<file path="src/rtl/controle_votacao.sv">
// controle_votacao: day-phase vote sequencer; polls each living player, tallies
// their votes and reports the player to eliminate, a tie, or no elimination.
module controle_votacao #(
    parameter int N_JOGADORES    = 5,
    parameter int TIMEOUT_CICLOS = 1000
) (
    input  logic                   clock,
    input  logic                   reset,
    input  logic                   iniciar,
    input  logic [N_JOGADORES-1:0] vivos,
    input  logic [N_JOGADORES-1:0] botoes,
    input  logic                   confirma,
    output logic                   ocupado,
    output logic [2:0]             jogador_votante,
    output logic [2:0]             escolha_atual,
    output logic                   pronto,
    output logic [2:0]             eliminado,
    output logic                   empate,
    output logic [3:0]             db_estado
);
    localparam int TW = $clog2(TIMEOUT_CICLOS);
    localparam logic [2:0] ULTIMO = 3'(N_JOGADORES - 1);
    localparam logic [TW-1:0] LIMITE = TW'(TIMEOUT_CICLOS - 1);

    typedef enum logic [3:0] {
        OCIOSO   = 4'd0,
        INICIA   = 4'd1,
        PROXIMO  = 4'd2,
        ESPERA   = 4'd3,
        REGISTRA = 4'd4,
        APURA    = 4'd5,
        FIM      = 4'd6
    } estado_t;

    estado_t estado, proximo;
    logic [N_JOGADORES-1:0] mascara;
    logic [2:0] indice, alvo, maximo, maximo_n, vencedor, vencedor_n;
    logic [2:0] votos [N_JOGADORES];
    logic [TW-1:0] espera;
    logic empatado, empatado_n, valido, maior, igual;

    always_comb begin
        alvo = 3'd7;
        for (int i = 0; i < N_JOGADORES; i++)
            if (botoes[i]) alvo = 3'(i);
    end

    assign valido = $onehot(botoes) && mascara[alvo] && alvo != indice;

    // one step of the argmax scan over the tallies, indexed by indice
    always_comb begin
        maior = votos[indice] > maximo;
        igual = votos[indice] == maximo && maximo != 3'd0;
        maximo_n = maior ? votos[indice] : maximo;
        vencedor_n = maior ? indice : vencedor;
        empatado_n = !maior && (igual || empatado);
    end

    always_ff @(posedge clock or posedge reset) begin
        if (reset) estado <= OCIOSO;
        else estado <= proximo;
    end

    // the last player is handled without an extra PROXIMO visit, so a round always
    // spends exactly N_JOGADORES cycles in PROXIMO
    always_comb begin
        proximo = estado;
        case (estado)
            OCIOSO:   proximo = iniciar ? INICIA : OCIOSO;
            INICIA:   proximo = PROXIMO;
            PROXIMO:  proximo = int'(indice) >= N_JOGADORES ? APURA :
                                mascara[indice] ? ESPERA :
                                indice == ULTIMO ? APURA : PROXIMO;
            ESPERA:   proximo = (confirma || espera == LIMITE) ? REGISTRA : ESPERA;
            REGISTRA: proximo = indice == ULTIMO ? APURA : PROXIMO;
            APURA:    proximo = indice == ULTIMO ? FIM : APURA;
            FIM:      proximo = OCIOSO;
            default:  proximo = OCIOSO;
        endcase
    end

    assign ocupado = estado != OCIOSO;
    assign pronto = estado == FIM;
    assign db_estado = estado;
    assign jogador_votante = (estado == ESPERA || estado == REGISTRA) ? indice : 3'd7;

    always_ff @(posedge clock or posedge reset) begin
        if (reset) begin
            mascara <= '0;
            indice <= '0;
            espera <= '0;
            escolha_atual <= 3'd7;
            eliminado <= 3'd7;
            empate <= 1'b0;
            maximo <= '0;
            vencedor <= '0;
            empatado <= 1'b0;
            for (int i = 0; i < N_JOGADORES; i++) votos[i] <= '0;
        end else begin
            case (estado)
                OCIOSO: if (iniciar) begin
                    mascara <= vivos;
                    indice <= '0;
                    maximo <= '0;
                    vencedor <= '0;
                    empatado <= 1'b0;
                    eliminado <= 3'd7;
                    empate <= 1'b0;
                    escolha_atual <= 3'd7;
                    for (int i = 0; i < N_JOGADORES; i++) votos[i] <= '0;
                end
                PROXIMO: begin
                    if (proximo == ESPERA) begin
                        escolha_atual <= 3'd7;
                        espera <= '0;
                    end else indice <= proximo == APURA ? 3'd0 : indice + 3'd1;
                end
                ESPERA: begin
                    if (valido) escolha_atual <= alvo;
                    espera <= espera + TW'(1);
                end
                REGISTRA: begin
                    if (escolha_atual != 3'd7 && votos[escolha_atual] != 3'd7)
                        votos[escolha_atual] <= votos[escolha_atual] + 3'd1;
                    indice <= proximo == APURA ? 3'd0 : indice + 3'd1;
                end
                APURA: begin
                    maximo <= maximo_n;
                    vencedor <= vencedor_n;
                    empatado <= empatado_n;
                    indice <= indice + 3'd1;
                    if (indice == ULTIMO) begin
                        eliminado <= (maximo_n == 3'd0 || empatado_n) ? 3'd7 : vencedor_n;
                        empate <= empatado_n;
                    end
                end
                default: ;
            endcase
        end
    end
endmodule

</file>
<file path="config.mk">
export PLATFORM = sky130hd
export DESIGN_NAME = controle_votacao
export DESIGN_NICKNAME = d
export VERILOG_FILES = /design/src/rtl/controle_votacao.sv
export SDC_FILE = /design/constraint.sdc
export NUM_CORES = 1
export LEC_CHECK = 0
export BUFFER_PORTS_ARGS = -buffer_cell sky130_fd_sc_hd__buf_2
export CORE_ASPECT_RATIO = 1.75
export CORE_MARGIN = 2
export CORE_UTILIZATION = 40
export CTS_CLUSTER_DIAMETER = 80
export CTS_CLUSTER_SIZE = 28
export DETAILED_ROUTE_END_ITERATION = 16
export PLACE_DENSITY_LB_ADDON = 0.3
export SETUP_SLACK_MARGIN = 0.05
export SYNTH_ARGS = -nofsm -noshare
export SYNTH_HDL_FRONTEND = slang
export SYNTH_SLANG_ARGS = --single-unit
</file>
<file path="constraint.sdc">
create_clock -name clock -period 2.8 [get_ports clock]
set_input_delay 0 -clock clock [delete_from_list [all_inputs] [get_ports clock]]
set_output_delay 0 -clock clock [all_outputs]
set_load 0.02 [all_outputs]
</file>
==> impl_metrics.toml <==
[status]
status = "finished, violations left"
violations = "hold timing"

[routing]
routed_wl_microns = 7780
drc_errors = 0
wire_per_inst_microns = 16.6
via_per_inst = 5.77
dr.pass1.iters = 4
num_vias = 2712
postRouteAntennaNets = 0
drt_iter0_markers = 151

[pwr]
leakagePower_nw = 1.66
powerDensity_nw_per_um2 = 757
switching_power_mw = 1.13
pwr-share-comb_pct = 41.2
internal-power_mw = 1.68
pwr-share-seq_pct = 35.5
swShare_pct = 40.1
vdd_ir_drop_max_uv = 321
clock_power_share_pct = 23.3

[layout]
instances_no_fill = 470
area_growth_pct = 17.7
final_area_sq_um = 3710
layout-drive-gt1-share_pct = 23.0
nets = 409
antennaDiodeCount = 0

[place]
place_congestion = 0.825
portBuffers = 28
dp_cells = 454
place_area_sq_um = 3440
dp_hpwl_microns = 5890

[setup_path]
path_class = "reg2reg"
cp_max_fo = 5
cp-start-kind = "flop"
path_buf_inv = 1
crit_slowest_cell = "dfstp_2"
end_kind = "flop"
crit_family = "compound AO/OA/AOI/OAI gates"
required_ns = 2.98
arrival_ns = 2.85
crit_path_max_incr_delay_ns = 0.57
crit_chain = "mux4_2 -> inv_1 -> o21ai_1 -> ha_1 -> ha_1 -> a311oi_2 -> or2_4 -> o21ai_1 -> a32o_1"

[job]
maxCapViolations = 0

[cts]
cts_made_buffers = 5
cts_max_path_buffers = 2
clock_latency_ns = 0.29
cts.clk_slew.worst_paths_ns = 0.07
clkSinkCount = 50
cts_root_buf = "clkbuf_16"
htree_levels = 2
cts_tree = "done"

[sta]
finalSetupViolations = 0
rsz0062_at_grt = "true"
fin_tns_setup_ns = 0
skew_ns = 0.00802
hold_viol = 44
drv_slew = 0
worstMarginPinSlew_ns = 1.06
whs_ns = -0.0321
slew_headroom_pct = 29.4
period_minus_slack_ns = 2.67
fin_crit_sh_pct = 95.3
max_freq_ghz = 0.375

[synth]
yosysSeqAreaShare_pct = 39.9
yosysUniqueCellTypes = 64
synthCells = 339
syn_nets = 367
async_flop_share_pct = 100
synth_enable_flop_cells = 0
netlist_area_sq_um = 3150
postSynthAreaPerCell_sq_um = 9.30
ys_ff_latch = 50
synthFlopType = "dfrtp_1"
ys_top_cells_by_area = "dfrtp_1 35%, nand2_1 5.4%, dfstp_2 5.0%"
synth_warnings = 0
synth_top_cell_area_share_pct = 34.9
yosysTopAreaCell = "dfrtp_1"

[grt]
antenna_found_initial = 0
track_usage_pct = 19.3
grt_overflow = 0
grt_pass1_vias = 2627
grt_first_pass_wirelength_microns = 13100
grt_max_degree = 51

[die]
rows = 42
die_area_sq_um = 8640
fp.dieW_microns = 71.1
initial_utilization_pct = 41.4
core_sq_um = 7620
ios = 30
die_y_microns = 121

[min_path]
hold_class = "in2async"
-- state kept, by name, summed over array words and instances, names as in the netlist, 3 cells and up --
register and cells:
espera 10, db_estado 3, maximo 3, mascara 5, votos 15, vencedor 3
eliminado 3, escolha_atual 3, indice 3
-- synth_stat cells, types with 2 or more instances --
cell      instances
nand2_1          45
dfrtp_1          44
nor2_1           30
o21ai_0          20
inv_1            19
ha_1             12
nand3_1          12
mux2i_1          11
a32o_1           10
a21oi_1           9
nor3_1            9
clkbuf_1          8
a22o_1            7
nor3b_1           7
dfstp_2           6
nand2b_1          6
a31oi_1           5
and3_1            5
or2_2             5
mux2_2            4
mux4_2            4
o21ai_1           4
a211o_1           3
buf_2             3
buf_4             3
xnor2_1           3
a21boi_1          2
a311oi_1          2
and3b_1           2
fa_1              2
nand4_1           2
o22a_2            2
xor2_1            2
-- metrics by stage --
stage | setup slack, ns | utilization (%) | hold slack (ns) | total power, mW
after detailed placement | -0.0127 | 45.1 | 0.193 | 2.14
after global placement | 0.0669 | 45.1 | 0.191 | 2.11
after floorplan | 0.0708 | - | 0.105 | 1.84
after CTS | 0.0504 | 48.1 | 0.00890 | 2.81
after global routing | 0.0301 | 48.7 | 0.0481 | 2.99
final | 0.131 | 48.7 | -0.0321 | 2.81
-- per-layer routing --
layer	vias to the layer above	GRT usage (%)	part of all wire, %
met3	16	2.66	3.1
met4	0	8.37	3.4
li1	1301	-	-
met5	-	0	0
met2	58	35.0	54
met1	1337	22.2	39
-- cells by family after synthesis --
group,share of synthesized area (%)
simple gates,20.6
compound gates,19.6
flops,39.9
buf+inv,4.56
mux,7.78
fa+ha+maj,6.03
xor+xnor,1.39
other cells,0.119
-- what timing repair did --
| action | CTS | global route |
|---|---|---|
| gates resized for setup | 4 | 7 |
| hold buffers | 5 | 0 |
| cloned | 0 | 0 |
| hold endpoints to repair | 5 | 0 |
| pin swaps | 0 | 3 |
| buffers inserted | 1 | 2 |
| setup endpoints to repair | 8 | 23 |
-- layout make-up --
type                       instances  area [sq um]
clock inverter                     1          8.76
fill                             741          3910
clock buffer                       7           153
sequential                        50          1260
tap                               88           110
timing repair buffer              50           318
inverter                          19          71.3
multi-input combinational        255          1790
-- path summary, 6_finish.rpt --
path                                   from           end  slack [ns]  cells after the start
setup reg to reg           escolha_atual[0]     votos[14]        0.13                      9
hold / removal                        reset     maximo[2]       -0.03                      2
hold reg to reg                   espera[9]     espera[9]        0.50                      1
max in group asynchronous             reset     indice[1]        2.11                      2
min in group clock                 confirma  db_estado[1]        0.02                      4
setup / recovery           escolha_atual[0]     votos[14]        0.13                      9
-- power groups by stage --
| stage | clock network, mW | registers [mW] | logic, mW |
|---|---|---|---|
| finish | 0.654 | 0.996 | 1.16 |
| detailed placement | 0 | 1.01 | 1.13 |
| CTS | 0.672 | 0.996 | 1.14 |
| global placement | 0 | 1.00 | 1.11 |
| floorplan | 0 | 0.951 | 0.885 |
| global route | 0.698 | 1.02 | 1.27 |
-- placed cells by master (no fill, tap or decap), types with 2 or more instances in the layout --
cell type,n
ha_1,12
nor2_1,29
a211o_1,3
clkbuf_8,2
o21ai_1,6
a31oi_1,5
nor3_1,8
clkbuf_16,5
mux4_2,4
and3b_1,2
nand2b_1,6
buf_2,28
mux2i_1,11
a21boi_1,2
a22o_1,7
inv_1,18
o22a_2,2
nor3b_1,6
nand3_1,11
o21ai_0,18
buf_4,17
fa_1,2
mux2_2,4
xor2_1,2
xnor2_1,3
and3_1,5
dfstp_2,6
or2_2,4
nor3_2,2
nand4_1,2
dlygate4sd3_1,5
dfrtp_1,43
nand2_1,45
a21oi_1,9
a32o_1,10
Power figures use the tool's default switching activity.
